## config.mk

```make
export PLATFORM = sky130hd
export DESIGN_NAME = cpc_kbd_matrix
export DESIGN_NICKNAME = d
export VERILOG_FILES = /design/src/rtl/cpc_kbd_pkg.sv /design/src/rtl/cpc_kbd_event_scan.sv /design/src/rtl/cpc_kbd_matrix.sv
export SDC_FILE = /design/constraint.sdc
export NUM_CORES = 1
export LEC_CHECK = 0
export ABC_AREA = 1
export ABC_CLOCK_PERIOD_IN_PS = 2000
export CELL_PAD_IN_SITES_DETAIL_PLACEMENT = 1
export CELL_PAD_IN_SITES_GLOBAL_PLACEMENT = 1
export CORE_ASPECT_RATIO = 1.75
export CORE_MARGIN = 5
export CORE_UTILIZATION = 39
export DETAILED_ROUTE_END_ITERATION = 12
export PLACE_DENSITY_LB_ADDON = 0.1
export SETUP_SLACK_MARGIN = 0.4
export SLEW_MARGIN = 20
export SYNTH_ARGS = -nofsm -noshare
export SYNTH_HDL_FRONTEND = slang
export SYNTH_SLANG_ARGS = --single-unit
```

## constraint.sdc

```tcl
create_clock -name clk_i -period 2 [get_ports clk_i]
set_clock_uncertainty 0.1 [all_clocks]
set_input_delay 0.3 -clock clk_i [delete_from_list [all_inputs] [get_ports clk_i]]
set_output_delay 0.3 -clock clk_i [all_outputs]
set_load 0.1 [all_outputs]
```

## src/rtl/cpc_kbd_pkg.sv

```systemverilog
// Shared constants and types for the CPC keyboard matrix block.
package cpc_kbd_pkg;

  localparam int unsigned NUM_ROWS  = 10;
  localparam int unsigned ROW_BITS  = 8;
  localparam int unsigned NUM_KEYS  = 80;
  localparam int unsigned KEY_IDX_W = 7;

  localparam logic [ROW_BITS-1:0] ROW_IDLE = 8'hFF;

  typedef enum logic {
    SCAN,
    OFFER
  } scan_state_e;

  // Scan index successor, wrapping after the last key.
  function automatic logic [KEY_IDX_W-1:0] next_idx(input logic [KEY_IDX_W-1:0] idx);
    return (idx == KEY_IDX_W'(NUM_KEYS - 1)) ? '0 : idx + KEY_IDX_W'(1);
  endfunction

endpackage

```

## src/rtl/cpc_kbd_event_scan.sv

```systemverilog
// Walks the key matrix one bit per cycle against a shadow copy and
// offers each difference as a make/break event over a valid/ready port.
module cpc_kbd_event_scan
  import cpc_kbd_pkg::*;
(
  input  logic                 clk_i,
  input  logic                 reset_i,
  input  logic [NUM_KEYS-1:0]  matrix_i,
  output logic                 evt_valid_o,
  input  logic                 evt_ready_i,
  output logic [KEY_IDX_W-1:0] evt_key_o,
  output logic                 evt_make_o
);

  scan_state_e          state_q;
  logic [KEY_IDX_W-1:0] idx_q;
  logic [NUM_KEYS-1:0]  shadow_q;
  logic                 evt_valid_q;
  logic [KEY_IDX_W-1:0] evt_key_q;
  logic                 evt_make_q;

  always_ff @(posedge clk_i) begin
    if (reset_i) begin
      state_q     <= SCAN;
      idx_q       <= '0;
      shadow_q    <= '0;
      evt_valid_q <= 1'b0;
      evt_key_q   <= '0;
      evt_make_q  <= 1'b0;
    end else begin
      case (state_q)
        SCAN: begin
          if (matrix_i[idx_q] != shadow_q[idx_q]) begin
            evt_key_q   <= idx_q;
            evt_make_q  <= matrix_i[idx_q];
            evt_valid_q <= 1'b1;
            state_q     <= OFFER;
          end else begin
            idx_q <= next_idx(idx_q);
          end
        end
        OFFER: begin
          // Shadow follows the delivered event, not the live matrix, so a
          // key that toggled back while offered is re-reported next pass.
          if (evt_ready_i) begin
            shadow_q[evt_key_q] <= evt_make_q;
            evt_valid_q         <= 1'b0;
            idx_q               <= next_idx(idx_q);
            state_q             <= SCAN;
          end
        end
        default: state_q <= SCAN;
      endcase
    end
  end

  assign evt_valid_o = evt_valid_q;
  assign evt_key_o   = evt_key_q;
  assign evt_make_o  = evt_make_q;

endmodule

```

## src/rtl/cpc_kbd_matrix.sv

```systemverilog
// CPC keyboard matrix: synchronises the HPS key vector, debounces HPS update
// glitches, serves PSG row reads (active-low) and emits make/break events.
module cpc_kbd_matrix
  import cpc_kbd_pkg::*;
#(
  parameter int unsigned STABLE_CYCLES = 16,
  parameter int unsigned CNT_W         = 5
) (
  input  logic                 clk_i,
  input  logic                 reset_i,
  input  logic [NUM_KEYS-1:0]  keys_i,
  input  logic [3:0]           row_sel_i,
  output logic [ROW_BITS-1:0]  row_data_o,
  output logic                 any_key_o,
  output logic                 evt_valid_o,
  input  logic                 evt_ready_i,
  output logic [KEY_IDX_W-1:0] evt_key_o,
  output logic                 evt_make_o
);

  localparam logic [CNT_W-1:0] CNT_MAX = CNT_W'(STABLE_CYCLES - 1);

  logic [NUM_KEYS-1:0] s1_q, s2_q;
  logic [NUM_KEYS-1:0] cand_q, cand_d;
  logic [CNT_W-1:0]    cnt_q, cnt_d;
  logic [NUM_KEYS-1:0] matrix_q, matrix_d;
  logic [ROW_BITS-1:0] row_data_q, row_data_d;
  logic                any_key_q, any_key_d;

  // Stability filter: matrix only takes a candidate seen unchanged long enough.
  always_comb begin
    cand_d   = cand_q;
    cnt_d    = cnt_q;
    matrix_d = matrix_q;
    if (s2_q != cand_q) begin
      cand_d = s2_q;
      cnt_d  = '0;
    end else if (cnt_q == CNT_MAX) begin
      matrix_d = cand_q;
    end else begin
      cnt_d = cnt_q + CNT_W'(1);
    end
  end

  // Row read mux; rows beyond the matrix read as idle.
  always_comb begin
    row_data_d = ROW_IDLE;
    for (int unsigned r = 0; r < NUM_ROWS; r++) begin
      if (row_sel_i == 4'(r)) begin
        row_data_d = ~matrix_q[r*ROW_BITS +: ROW_BITS];
      end
    end
    any_key_d = |matrix_q;
  end

  always_ff @(posedge clk_i) begin
    if (reset_i) begin
      s1_q       <= '0;
      s2_q       <= '0;
      cand_q     <= '0;
      cnt_q      <= '0;
      matrix_q   <= '0;
      row_data_q <= ROW_IDLE;
      any_key_q  <= 1'b0;
    end else begin
      s1_q       <= keys_i;
      s2_q       <= s1_q;
      cand_q     <= cand_d;
      cnt_q      <= cnt_d;
      matrix_q   <= matrix_d;
      row_data_q <= row_data_d;
      any_key_q  <= any_key_d;
    end
  end

  assign row_data_o = row_data_q;
  assign any_key_o  = any_key_q;

  cpc_kbd_event_scan u_event_scan (
    .clk_i       (clk_i),
    .reset_i     (reset_i),
    .matrix_i    (matrix_q),
    .evt_valid_o (evt_valid_o),
    .evt_ready_i (evt_ready_i),
    .evt_key_o   (evt_key_o),
    .evt_make_o  (evt_make_o)
  );

endmodule

```

==> impl_metrics.py <==
metrics = {
    "die": {
        "die_w_um": 170.3,
        "die_height_um": 290.5,
        "placementRows": 102,
        "dieArea_um2": 49470,
        "core-area_um2": 44410,
        "start_util": 0.3948,
        "ios": 105,
    },
    "logic_synthesis": {
        "ys_types": 37,
        "yosys.area.top_type": "dfxtp_1",
        "syn-cell-area_um2": 17530,
        "synth_seq_cells": 431,
        "postSynth.asyncResetShare": 0,
        "synthTopCellsByCount": "450 x nor2_1, 431 x dfxtp_1, 413 x inv_1, 265 x nand2_1, 151 x nor3_1",
        "synth_enable_flop_cells": 0,
        "syn_area_per_cell_um2": 7.270,
        "synth_most_common_cell": "nor2_1",
        "syn_inst": 2412,
        "synth_nets": 2502,
        "synthTopCellsByArea": "dfxtp_1 49%, nor2_1 9.6%, inv_1 8.8%",
        "synthFlopType": "dfxtp_1",
        "ys_seq_area_frac": 0.4921,
        "synth_warnings": 0,
        "netlist.area_leader.share": 0.4921,
    },
    "timing": {
        "tightest_slew_ns": 0.5591,
        "fin_ws_ns": -0.5425,
        "rsz0062_at_grt": "yes",
        "setup_viol": 99,
        "slew_viol_final": 0,
        "maxSlewHeadroom": 0.6272,
        "max_freq_ghz": 0.3933,
        "hold_viol": 0,
        "min_period_ns": 2.542,
        "setup_tns_ns": -40.19,
        "min_period_over_period": 1.271,
    },
    "clock_network": {
        "numCtsBuffers": 42,
        "cts_sinks": 431,
        "cts_root_buf": "clkbuf_16",
        "clock_latency_ns": 0.56,
        "htreeDepth": 2,
        "cts_tree": "done",
        "clkTransAtPathRegs_ns": 0.06,
        "clockBufferDepth": 3,
    },
    "detailed_routing": {
        "post_drt_wl_per_cell_um": 19.25,
        "drc": 0,
        "dr.pass1.iters": 5,
        "avgViaCountPerCell": 5.138,
        "drtAntennaViolNets": 0,
        "drtIter0Drc": 767,
        "vias": 17700,
        "routed_wl_mm": 66.34,
    },
    "critical_path": {
        "r2r_start": "u_event_scan.idx_q[0]$_SDFFE_PP0P_",
        "worstRegToRegCells": 15,
        "endpoint_kind": "flip-flop",
        "cp.required_ns": 2.33,
        "worstSetupPathType": "flip-flop to flip-flop",
        "rrSetupSlack_ns": -0.54,
        "cp_cell_sequence": "buf_6 > buf_12 > clkbuf_16 > o211ai_1 > nand3_1 > nand3_1 > nand2_2 > nand3_4 > nand2_4 > a21oi_4 > nand3_4 > nand3_4 > nand2_2 > nand2_2 > nor2_1",
        "cp_data_arrival_time_ns": 2.87,
        "crit_path_start_kind": "flip-flop",
        "max_stage_delay_ns": 0.39,
        "path_max_fanout": 8,
        "reg2reg_to": "u_event_scan.idx_q[0]$_SDFFE_PP0P_",
        "cpMaxStageDelayCell": "dfxtp_4",
    },
    "power": {
        "p_per_area_nw_per_um2": 982.8,
        "combPwrFrac": 0.313,
        "p_leak_nw": 10.79,
        "power_mw": 25.31,
        "intPower_mw": 16.88,
        "seq_power_share": 0.363,
        "p_switching_mw": 8.429,
        "irDropWorstVdd_uv": 654.6,
        "p_sw_frac": 0.3330,
        "clkPwrFrac": 0.324,
    },
    "global_routing": {
        "grt_max_degree": 75,
        "antenna_found_initial": 1,
        "grt_pass1_wl_mm": 98.90,
        "grt_use_total": 0.2489,
        "grt_overflow_total": 0,
        "grt_pass1_vias": 18740,
    },
    "worst_hold_path": {
        "hp-class": "primary input to flip-flop",
        "worstHoldStart": "keys_i[62]",
        "holdPathStages": 3,
        "min_to": "s1_q[62]$_SDFF_PP0_",
    },
    "placement": {
        "port_buffers": 104,
        "gp_congestion": 0.8957,
        "pre_cts_ws_ns": -0.5621,
        "dp_hpwl_mm": 44.20,
    },
    "final_layout": {
        "nNetsFinal": 2933,
        "area_delta_synth_final_pct": 46.88,
        "final_layout_size_suffix_gt1_frac": 0.2947,
        "diodes": 0,
    },
    "job": {
        "maxCapViolations": 0,
    },
    "outcome": {
        "outcome": "finished, violations left",
        "violations": "negative setup slack",
    },
}
layout by cell type, fill, tap and decap left out, drive strengths merged:
cell           synthesis  layout
o22ai                  8       8
dfxtp                431     431
inv                  416     420
clkdlybuf4s50          0      81
dlygate4sd2            0       1
nor3                 151     151
dlygate4sd3            0       1
a2111oi                2       2
nand2                265     265
nor2                 451     451
o211ai                18      18
a21oi                110     110
nand4                 32      32
o2111ai                1       1
clkinv                 8      11
xor2                  22      22
or2                    2       2
nor4                  19      19
clkinvlp               0       3
o32ai                  1       1
o221ai                 3       3
and3                   1       1
o21ai                145     145
xnor2                 27      27
bufinv                 0       4
o41ai                  1       1
nand3b                 2       2
a211oi                38      38
ha                     3       3
clkbuf                85      73
a31oi                  2       2
nand3                133     134
buf                   35     411
worst max-delay path, delay by kind of cell, from the launching register on:
kind / cells / cell delay, ns
AOI/OAI and AO/OA: 2 / 0.46
and+or+nand+nor: 10 / 1.02
DFF: 1 / 0.39
buffers and inverters: 3 / 0.43
cell families after synthesis:
kind of cell,synth area share
AND/OR/NAND/NOR,0.2557
flip-flops,0.4921
AO/OA/AOI/OAI,0.1043
XOR/XNOR,0.02448
adder cells (fa/ha/maj),0.002141
buffers and inverters,0.1212
metal layers:
layer	global-route usage	vias to the layer above	share of wire
li1	-	8476	-
met1	0.2483	8543	0.34
met2	0.4782	419	0.54
met3	0.02695	264	0.035
met4	0.1536	2	0.085
met5	0	-	0.00017
flip-flops by register name (all words and copies together) (netlist names):
name and count:
cand_q 80, matrix_q 80, s1_q 80, s2_q 80, u_event_scan.shadow_q 80, row_data_o 8
u_event_scan.evt_key_o 7, u_event_scan.idx_q 7, cnt_q 5, any_key_o 1, u_event_scan.evt_make_o 1, u_event_scan.evt_valid_o 1
u_event_scan.state_q 1
power groups by stage:
stage	registers [mW]	clock network, mW	logic, mW
final	9.20	8.20	7.91
after global placement	9.36	0	5.29
after global routing	9.23	8.71	8.39
after detailed placement	9.37	0	5.43
after floorplan	9.61	0	3.12
after CTS	9.18	8.39	6.28
layout make-up:
cell class	count	area, um^2
Multi-Input combinational cell	1438	8202
Inverter	424	1638
Clock inverter	14	200.2
Clock buffer	61	1214
Sequential cell	431	8705
Fill cell	5346	18660
Tap cell	572	715.7
Timing Repair Buffer	506	5081
metrics by stage:
stage                     utilization  hold WS, ns  instances  instance area [um^2]
after floorplan                     -       0.2883       2412                 17910
after global placement         0.4893       0.2898       3296                 21730
after detailed placement       0.4893       0.2951       3296                 21730
after CTS                      0.5466       0.1248       3415                 24280
after global routing           0.5799       0.1483       3446                 25750
final                          0.5799       0.1519       3446                 25750
worst max path at each step:
stage,start,endpoint,slack (ns),cells after the start
final,u_event_scan.idx_q[0]$_SDFFE_PP0P_,u_event_scan.idx_q[0]$_SDFFE_PP0P_,-0.54,15
after global placement,row_sel_i[1],row_data_o[6]$_SDFF_PP1_,-0.48,10
after floorplan,u_event_scan.idx_q[0]$_SDFFE_PP0P_,u_event_scan.idx_q[4]$_SDFFE_PP0P_,-0.03,16
after global routing,cand_q[22]$_SDFFE_PP0P_,matrix_q[5]$_SDFFE_PP0P_,-0.66,13
after CTS,cand_q[9]$_SDFFE_PP0P_,matrix_q[14]$_SDFFE_PP0P_,-0.41,15
after detailed placement,row_sel_i[1],row_data_o[7]$_SDFF_PP1_,-0.56,9
timing repair:
item,CTS,global route
pin swaps,48,123
hold endpoints to repair,5,0
resized for setup,220,304
endpoints found under the setup margin,166,193
hold buffers,1,0
buffers inserted,36,21
cloned,7,10
Note: power is estimated with default switching activity, not from simulation.
